**src/rtl/mux4_rr_arbiter_pkg.sv**
```systemverilog
// Shared definitions for the 4-source round-robin arbiter / data mux.
//   NUM_REQ          : number of request sources
//   MAX_HOLD_DEFAULT : default cap on consecutive grant cycles per owner
//   state_t          : arbiter FSM state encoding
//   onehot4()        : index -> one-hot grant vector
package mux4_rr_arbiter_pkg;

    localparam int NUM_REQ          = 4;
    localparam int MAX_HOLD_DEFAULT = 4;

    typedef enum logic {
        IDLE  = 1'b0,
        GRANT = 1'b1
    } state_t;

    function automatic logic [NUM_REQ-1:0] onehot4(input logic [1:0] idx);
        logic [NUM_REQ-1:0] v;
        v = '0;
        v[idx] = 1'b1;
        return v;
    endfunction

endpackage

```
**src/rtl/mux4_rr_arbiter_rr_pick.sv**
```systemverilog
// Combinational round-robin picker.
//   req    : per-source request vector
//   last   : most recently granted source
//   winner : first requesting source searching from last+1, wrapping
//   any    : at least one request is asserted
// When nothing requests, winner is simply last and must be ignored.
module rr_pick
    import mux4_rr_arbiter_pkg::*;
(
    input  logic [NUM_REQ-1:0] req,
    input  logic [1:0]         last,
    output logic [1:0]         winner,
    output logic               any
);

    logic [1:0] idx;
    logic       found;

    // k = 4 lands back on last itself, so a lone requester re-wins.
    always_comb begin
        winner = last;
        found  = 1'b0;
        idx    = '0;
        for (int k = 1; k <= NUM_REQ; k++) begin
            idx = last + k[1:0];
            if (!found && req[idx]) begin
                winner = idx;
                found  = 1'b1;
            end
        end
    end

    assign any = |req;

endmodule

```
**src/rtl/mux4_rr_arbiter.sv**
```systemverilog
// Four-source round-robin arbiter with a registered one-hot grant and a
// data mux that forwards the current owner's data word.
//   clock  : single clock, rising edge
//   reset  : synchronous, active-high
//   req    : level-sensitive requests, bit i = source i
//   X0..X3 : data words from sources 0..3
//   grant  : registered one-hot grant, zero when idle
//   sel    : registered owner index, holds last owner while idle
//   busy   : high in GRANT
//   F      : X[sel] while busy, zero otherwise
//
// state | meaning
// ------+-----------------------------------------------------------
// IDLE  | no owner; grant = 0, waiting for any request
// GRANT | sel owns the bus; cnt counts cycles held beyond the first
module mux4_rr_arbiter
    import mux4_rr_arbiter_pkg::*;
#(
    parameter int MAX_HOLD = MAX_HOLD_DEFAULT,
    parameter int DATA_W   = 2
) (
    input  logic               clock,
    input  logic               reset,
    input  logic [NUM_REQ-1:0] req,
    input  logic [DATA_W-1:0]  X0,
    input  logic [DATA_W-1:0]  X1,
    input  logic [DATA_W-1:0]  X2,
    input  logic [DATA_W-1:0]  X3,
    output logic [NUM_REQ-1:0] grant,
    output logic [1:0]         sel,
    output logic               busy,
    output logic [DATA_W-1:0]  F
);

    localparam int CNT_W = (MAX_HOLD > 1) ? $clog2(MAX_HOLD) : 1;
    localparam logic [CNT_W-1:0] CNT_LAST = CNT_W'(MAX_HOLD - 1);

    state_t             state_q, state_d;
    logic [1:0]         sel_q, sel_d;
    logic [1:0]         last_q, last_d;
    logic [CNT_W-1:0]   cnt_q, cnt_d;
    logic [NUM_REQ-1:0] grant_q, grant_d;
    logic [1:0]         winner;
    logic               any;
    logic               rel_now;

    rr_pick u_rr_pick (
        .req    (req),
        .last   (last_q),
        .winner (winner),
        .any    (any)
    );

    always_ff @(posedge clock) begin
        if (reset) begin
            state_q <= IDLE;
            sel_q   <= 2'd0;
            last_q  <= 2'd3;   // makes source 0 the first pick after reset
            cnt_q   <= '0;
            grant_q <= '0;
        end else begin
            state_q <= state_d;
            sel_q   <= sel_d;
            last_q  <= last_d;
            cnt_q   <= cnt_d;
            grant_q <= grant_d;
        end
    end

    // In GRANT last_q always equals sel_q, so a release re-runs the
    // round-robin search from the owner; an expiring lone owner wraps back
    // to itself and keeps a steady grant.
    always_comb begin
        state_d = state_q;
        sel_d   = sel_q;
        last_d  = last_q;
        cnt_d   = cnt_q;
        grant_d = grant_q;
        rel_now = !req[sel_q] || (cnt_q == CNT_LAST);

        case (state_q)
            IDLE: begin
                grant_d = '0;
                if (any) begin
                    state_d = GRANT;
                    sel_d   = winner;
                    last_d  = winner;
                    cnt_d   = '0;
                    grant_d = onehot4(winner);
                end
            end
            GRANT: begin
                if (!rel_now) begin
                    cnt_d = cnt_q + 1'b1;
                end else if (any) begin
                    sel_d   = winner;
                    last_d  = winner;
                    cnt_d   = '0;
                    grant_d = onehot4(winner);
                end else begin
                    state_d = IDLE;
                    cnt_d   = '0;
                    grant_d = '0;
                end
            end
            default: begin
                state_d = IDLE;
                cnt_d   = '0;
                grant_d = '0;
            end
        endcase
    end

    assign grant = grant_q;
    assign sel   = sel_q;
    assign busy  = (state_q == GRANT);

    always_comb begin
        F = '0;
        if (busy) begin
            case (sel_q)
                2'd0:    F = X0;
                2'd1:    F = X1;
                2'd2:    F = X2;
                default: F = X3;
            endcase
        end
    end

endmodule

```
**config.mk**
```make
export PLATFORM = sky130hd
export DESIGN_NAME = mux4_rr_arbiter
export DESIGN_NICKNAME = d
export VERILOG_FILES = /design/src/rtl/mux4_rr_arbiter_pkg.sv /design/src/rtl/mux4_rr_arbiter_rr_pick.sv /design/src/rtl/mux4_rr_arbiter.sv
export SDC_FILE = /design/constraint.sdc
export NUM_CORES = 1
export LEC_CHECK = 0
export BUFFER_PORTS_ARGS = -buffer_cell sky130_fd_sc_hd__buf_2
export CAP_MARGIN = 10
export CORE_UTILIZATION = 46
export DETAILED_ROUTE_END_ITERATION = 8
export GPL_ROUTABILITY_DRIVEN = 0
export PLACE_DENSITY = 0.75
export RECOVER_POWER = 50
export SLEW_MARGIN = 25
export SYNTH_ARGS = -nofsm -noshare
export SYNTH_HDL_FRONTEND = slang
export SYNTH_HIERARCHICAL = 1
export SYNTH_SLANG_ARGS = --single-unit
```
**constraint.sdc**
```tcl
create_clock -name clock -period 2 [get_ports clock]
set_input_delay 0.2 -clock clock [delete_from_list [all_inputs] [get_ports clock]]
set_output_delay 0.2 -clock clock [all_outputs]
set_load 0.02 [all_outputs]
```
# Word-level counts from Yosys, hierarchy flattened
# Cells that the tools add are included.
op_classes:
  addsub: 4
  n_lt_le_gt_ge: 7
  eq_ne: 5
  muxes: 36
  bitwise_logic: 1
  n_reduce_logical: 11
op_table:
  columns: ["cell", "count"]
  rows:
  - ["$mux W2", 11]
  - ["$lt A2 B3 Y1 const B", 6]
  - ["$pmux W2 S2", 3]
  - ["$mux W1", 11]
  - ["$bmux W1 S2", 5]
  - ["$mux W4", 2]
  - ["$pmux W4 S2", 1]
  - ["$pmux W2 S3", 1]
  - ["$add A2 B1 Y2 const B", 2]
  - ["$add A2 B2 Y2 const B", 2]
  - ["$eq A2 B2 Y1 const B", 2]
  - ["$logic_and A1 B1 Y1", 4]
  - ["$logic_not A1 Y1", 4]
  - ["$reduce_or A4 Y1", 1]
  - ["$demux W1 S2", 1]
  - ["$eq A2 B1 Y1 const B", 1]
  - ["$ge A2 B1 Y1 const B", 1]
  - ["$logic_not A2 Y1", 1]
  - ["$ne A2 B1 Y1 const B", 1]
  - ["$ne A2 B2 Y1 const B", 1]
  - ["$pmux W1 S2", 1]
  - ["$logic_or A1 B1 Y1", 1]
  - ["$not A1 Y1", 1]
totals:
  reg_bits: 11
  output_inout_bits: 9
  word_cells: 69

# Longest topological paths before layout
logic_depth:
  word_depth: 20
  depth_mapped: 7
  mapped_depth_nobuf: 7

# Hierarchy
# Netlist, hierarchy kept.
modules_own_cells:
  columns: ["module", "instances", "cells_per_inst", "area_each_um2"]
  rows:
  - ["mux4_rr_arbiter", 1, 56, 559.3]
  - ["rr_pick", 1, 14, 72.6]

# Worst setup path after synthesis
# OpenSTA, ideal clock, no wires.
synth_timing:
  path_type: "reg-to-reg"
  start: "register sel_q[0], in the netlist sel[0]"
  end: "register grant_q[2], in the netlist grant[2]"
  t_arrival_ps: 1626
  required_ps: 1933
  path_slack_ps: 307
  stages_incl_launch_ff: 5
  path_buffers: 0
  period_less_slack_ps: 1693
  cell_sequence: "dfxtp_1 > mux2_4 > a22o_4 > or3_1 > a21oi_2"
synth_between:
  elab_chain_cells: 5
synth_lines:
  columns: ["element", "line", "rtl"]
  rows:
  - ["from (decl)", "mux4_rr_arbiter.sv:39", "logic [1:0] sel_q, sel_d;"]
  - ["from (signal assigned)", "mux4_rr_arbiter.sv:63", "sel_q <= sel_d;"]
  - ["$bmux W1 S2", "mux4_rr_arbiter.sv:79", "rel_now = !req[sel_q] || (cnt_q == CNT_LAST);"]
  - ["$mux W1 (implied by the code)", "mux4_rr_arbiter.sv:79", null]
  - ["$logic_not A1 Y1", "mux4_rr_arbiter.sv:79", null]
  - ["$logic_or A1 B1 Y1", "mux4_rr_arbiter.sv:79", null]
  - ["$ne A2 B1 Y1 (no line)", null, null]
  - ["to (signal assigned)", "mux4_rr_arbiter.sv:66", "grant_q <= grant_d;"]
  - ["to (decl)", "mux4_rr_arbiter.sv:42", "logic [NUM_REQ-1:0] grant_q, grant_d;"]
# Every way passes these cells. The select of a mux whose other input is x is not followed.
# A chain may end at the register's enable or synchronous reset.

# Final worst setup path
layout_timing:
  start: "register sel_q[0], in the netlist sel[0]"
  end: "output port F[0]"
layout_between:
  elab_chain_cells: 3
  word_cells_on_any_way: 5
layout_lines:
  columns: ["element", "line", "rtl"]
  rows:
  - ["$eq A2 B2 Y1 (tied with other cells)", "mux4_rr_arbiter.sv:121", "case (sel_q)"]
  - ["$pmux W2 S3 (*)", "mux4_rr_arbiter.sv:121", null]
  - ["$mux W2 (*)", "mux4_rr_arbiter.sv:120", "if (busy) begin"]
  - ["to (decl)", "mux4_rr_arbiter.sv:32", "output logic [DATA_W-1:0] F"]
# Mark *: on every way between the ends. The rest lies on a longest branch, timed or not.

==> impl_metrics.json <==
{
  "status": "finished, final reports clean",
  "drt_first_iter_violations": 12,
  "fin_area_sq_um": 776,
  "timing.hold.worst_endpoint": "grant[2]",
  "async_reset_ff_share_pct": 0,
  "grt_pass1_wl_microns": 2170,
  "area.growth.synth_to_final_pct": 22.8,
  "finalCoreUtilization_pct": 65.4,
  "drt-vias-per-instance": 5.49,
  "diodes": 0,
  "reg2reg_from": "sel[0]",
  "post-route-worst-setup-slack_ps": 159,
  "timing.hold.worst.class": "in -> reg",
  "placement_rows": 12,
  "final_hpwl_from_detailed_placement_microns": 1070,
  "wl_met1_microns": 650,
  "buffer_type_at_the_clock_tree_root": "sky130_fd_sc_hd__clkbuf_4",
  "timing.hold.worst.start": "reset",
  "detail_route.wirelength_microns": 1390,
  "syn_area_per_cell_sq_um": 9.03,
  "cts_resized": 0,
  "fin_worst_hold_slack_ps": 247,
  "cts_tree": "built",
  "r2r_setup_slack_ps": 260,
  "clock_skew_ps": 3.78,
  "max_stage_delay_ps": 590,
  "cts.hold.buffers_added": 0,
  "synth_top_area_cell": "sky130_fd_sc_hd__dfxtp_1",
  "met2RoutedLength_microns": 659,
  "global_route.usage.total_pct": 20.5,
  "clk_sink_count": 11,
  "yosys.area_share.adder_pct": 1.98,
  "mappedNetlistNets": 85,
  "finalMaxSlewViolations": 0,
  "synth.most_common_cell": "sky130_fd_sc_hd__dfxtp_1",
  "number_of_antenna_violations_at_the_first_check_in_global_routing": 0,
  "drive_above_1_share_pct": 24.0,
  "ys_ff_latch": 11,
  "critical_path.cell_chain": "mux4_1 -> and2_1 -> buf_2",
  "largest_family_of_logic_cells_by_synthesized_area": "simple AND/OR/NAND/NOR gates",
  "criticalPathCategory": "reg -> out",
  "ios": 23,
  "global_route.overflow_total": 0,
  "peakVddDrop_v": 0.000446,
  "clk_latency_ps": 260,
  "power_per_cell_area_nw_per_um2": 875,
  "timing.critical_path.to_type": "output port",
  "synth_enable_flop_cells": 0,
  "critical-path-slowest-cell": "sky130_fd_sc_hd__mux4_1",
  "numCtsBuffers": 3,
  "finalCritPeriodShare_pct": 92.1,
  "synth.mux.area_fraction_pct": 19.4,
  "number_of_cells_on_the_worst_reg_to_reg_path": 4,
  "synth_top_cells_by_area": "sky130_fd_sc_hd__dfxtp_1, sky130_fd_sc_hd__mux4_1, sky130_fd_sc_hd__mux2i_1",
  "firstDrtPassIters": 4,
  "yosys.cell_types.count": 27,
  "yosys_warnings": 6,
  "cell_depth_of_the_worst_hold_path": 2,
  "vias_in_the_first_global_route": 540,
  "port_buffers": 22,
  "post_synthesis_compound_gate_area_fraction_pct": 19.0,
  "die_width_microns": 39.1,
  "ys_top_cells_by_count": "sky130_fd_sc_hd__dfxtp_1, sky130_fd_sc_hd__nor2_1, sky130_fd_sc_hd__nand2_1",
  "post_synthesis_cells": 70,
  "total_die_area_sq_um": 1530,
  "yosysTopAreaCellShare_pct": 34.9,
  "via_count": 604,
  "timing.max_slew.rel_slack_pct": 60.9,
  "detail_route.drc_violations": 0,
  "timing.setup.tns_ps": 0,
  "setup_repair_after_global_routing_missed_its_margin": "no",
  "finalHoldViolCount": 0,
  "wl_met3_microns": 79,
  "net_count_final": 112,
  "fmax_mhz": 543,
  "netlist_area_sq_um": 632,
  "maxCapViolations": 0,
  "final_period_minus_worst_setup_slack_ps": 1840,
  "timing.critical_path.fanout_max": 6,
  "finish.cell_count_without_fillers": 110,
  "transition_at_the_pin_with_the_smallest_max_transition_slack_ps": 587,
  "dp_slack_ps": 347,
  "die_h_microns": 39.1,
  "wl_per_cell_microns": 12.6,
  "cts.clk_slew.worst_paths_ps": 70,
  "placed_area_sq_um": 763,
  "drtAntennaViolNets": 0,
  "topRoutingLayerUsed": "met3",
  "power.static_leakage_nw": 0.364,
  "postSynth.topFlopCell": "sky130_fd_sc_hd__dfxtp_1",
  "synth-simple-area-share_pct": 23.0,
  "synth_xor_area_share_pct": 0,
  "cp.arrival_ps": 1640,
  "cp_data_required_time_ps": 1800,
  "critPathLaunchType": "flop",
  "cts_post_setup_buffers_inserted": 0,
  "r2r-end": "grant[0]",
  "ctsHtreeMaxLevel": 1,
  "grt_start_max_net_pins": 13,
  "ctsLongestPathBuffers": 2,
  "seq_area_frac_synth_pct": 34.9,
  "post-place-cells": 106,
  "setup-violations-final": 0,
  "start_util_pct": 53.3,
  "core_area_sq_um": 1190,
  "power_mw": 0.679
}
-- state kept, by name (all words and copies together) (netlist names) --
register and flops:
cnt_q 2, grant 4, busy 1, last_q 2
sel 2
-- layout by cell type, fill, tap and decap left out, types with 3 or more instances in the layout --
cell                       Yosys  layout
sky130_fd_sc_hd__nand2_1       8       8
sky130_fd_sc_hd__nor2_1       10      10
sky130_fd_sc_hd__a21oi_1       6       6
sky130_fd_sc_hd__buf_2         0      15
sky130_fd_sc_hd__clkbuf_4      0       3
sky130_fd_sc_hd__clkbuf_1      1       8
sky130_fd_sc_hd__o21ai_0       4       4
sky130_fd_sc_hd__dfxtp_1      11      11
sky130_fd_sc_hd__mux2i_1       4       4
-- layer usage --
layer,vias to the layer above,global-route usage (%)
met5,-,0
met4,0,2.59
met3,0,5.20
met2,18,36.7
met1,278,24.7
li1,308,-
-- report_power, final --
group / internal (mW) / switching, mW
clock network: 0.0769 / 0.0693
registers: 0.252 / 0.0356
logic: 0.113 / 0.132
total: 0.442 / 0.237
-- logic make-up (layout without fill, tap and decap cells) --
group	Yosys count	after routing
AOI/OAI and AO/OA	17	17
adders and majority gates	1	1
buffers and inverters	3	29
DFF	11	11
muxes	8	8
and+or+nand+nor	30	30
-- how the worst max path moves through the flow --
stage / startpoint / to / slack (ps) / depth (start not counted)
4_1_cts: sel[0] / F[0] / 150 / 3
3_3_place_gp: sel[0] / grant[2] / 390 / 4
3_5_place_dp: sel[0] / grant[2] / 350 / 4
5_1_grt: sel[0] / sel[0] / 50 / 4
2_1_floorplan: sel[0] / grant[2] / 310 / 4
6_report: sel[0] / F[0] / 160 / 3
-- critical path, delay by kind of cell (launching register included) --
kind / cells / cell delay [ps]
buffers and inverters: 1 / 150
flip-flops: 1 / 470
multiplexers: 1 / 590
AND/OR/NAND/NOR: 1 / 170
-- final cells by class --
cell class	instances	area, sq um
Timing Repair Buffer	23	109
Fill cell	125	410
Tap cell	14	17.5
Sequential cell	11	220
Multi-Input combinational cell	56	395
Clock buffer	4	26.3
Inverter	2	7.51
Note: power is estimated with default switching activity, not from simulation.
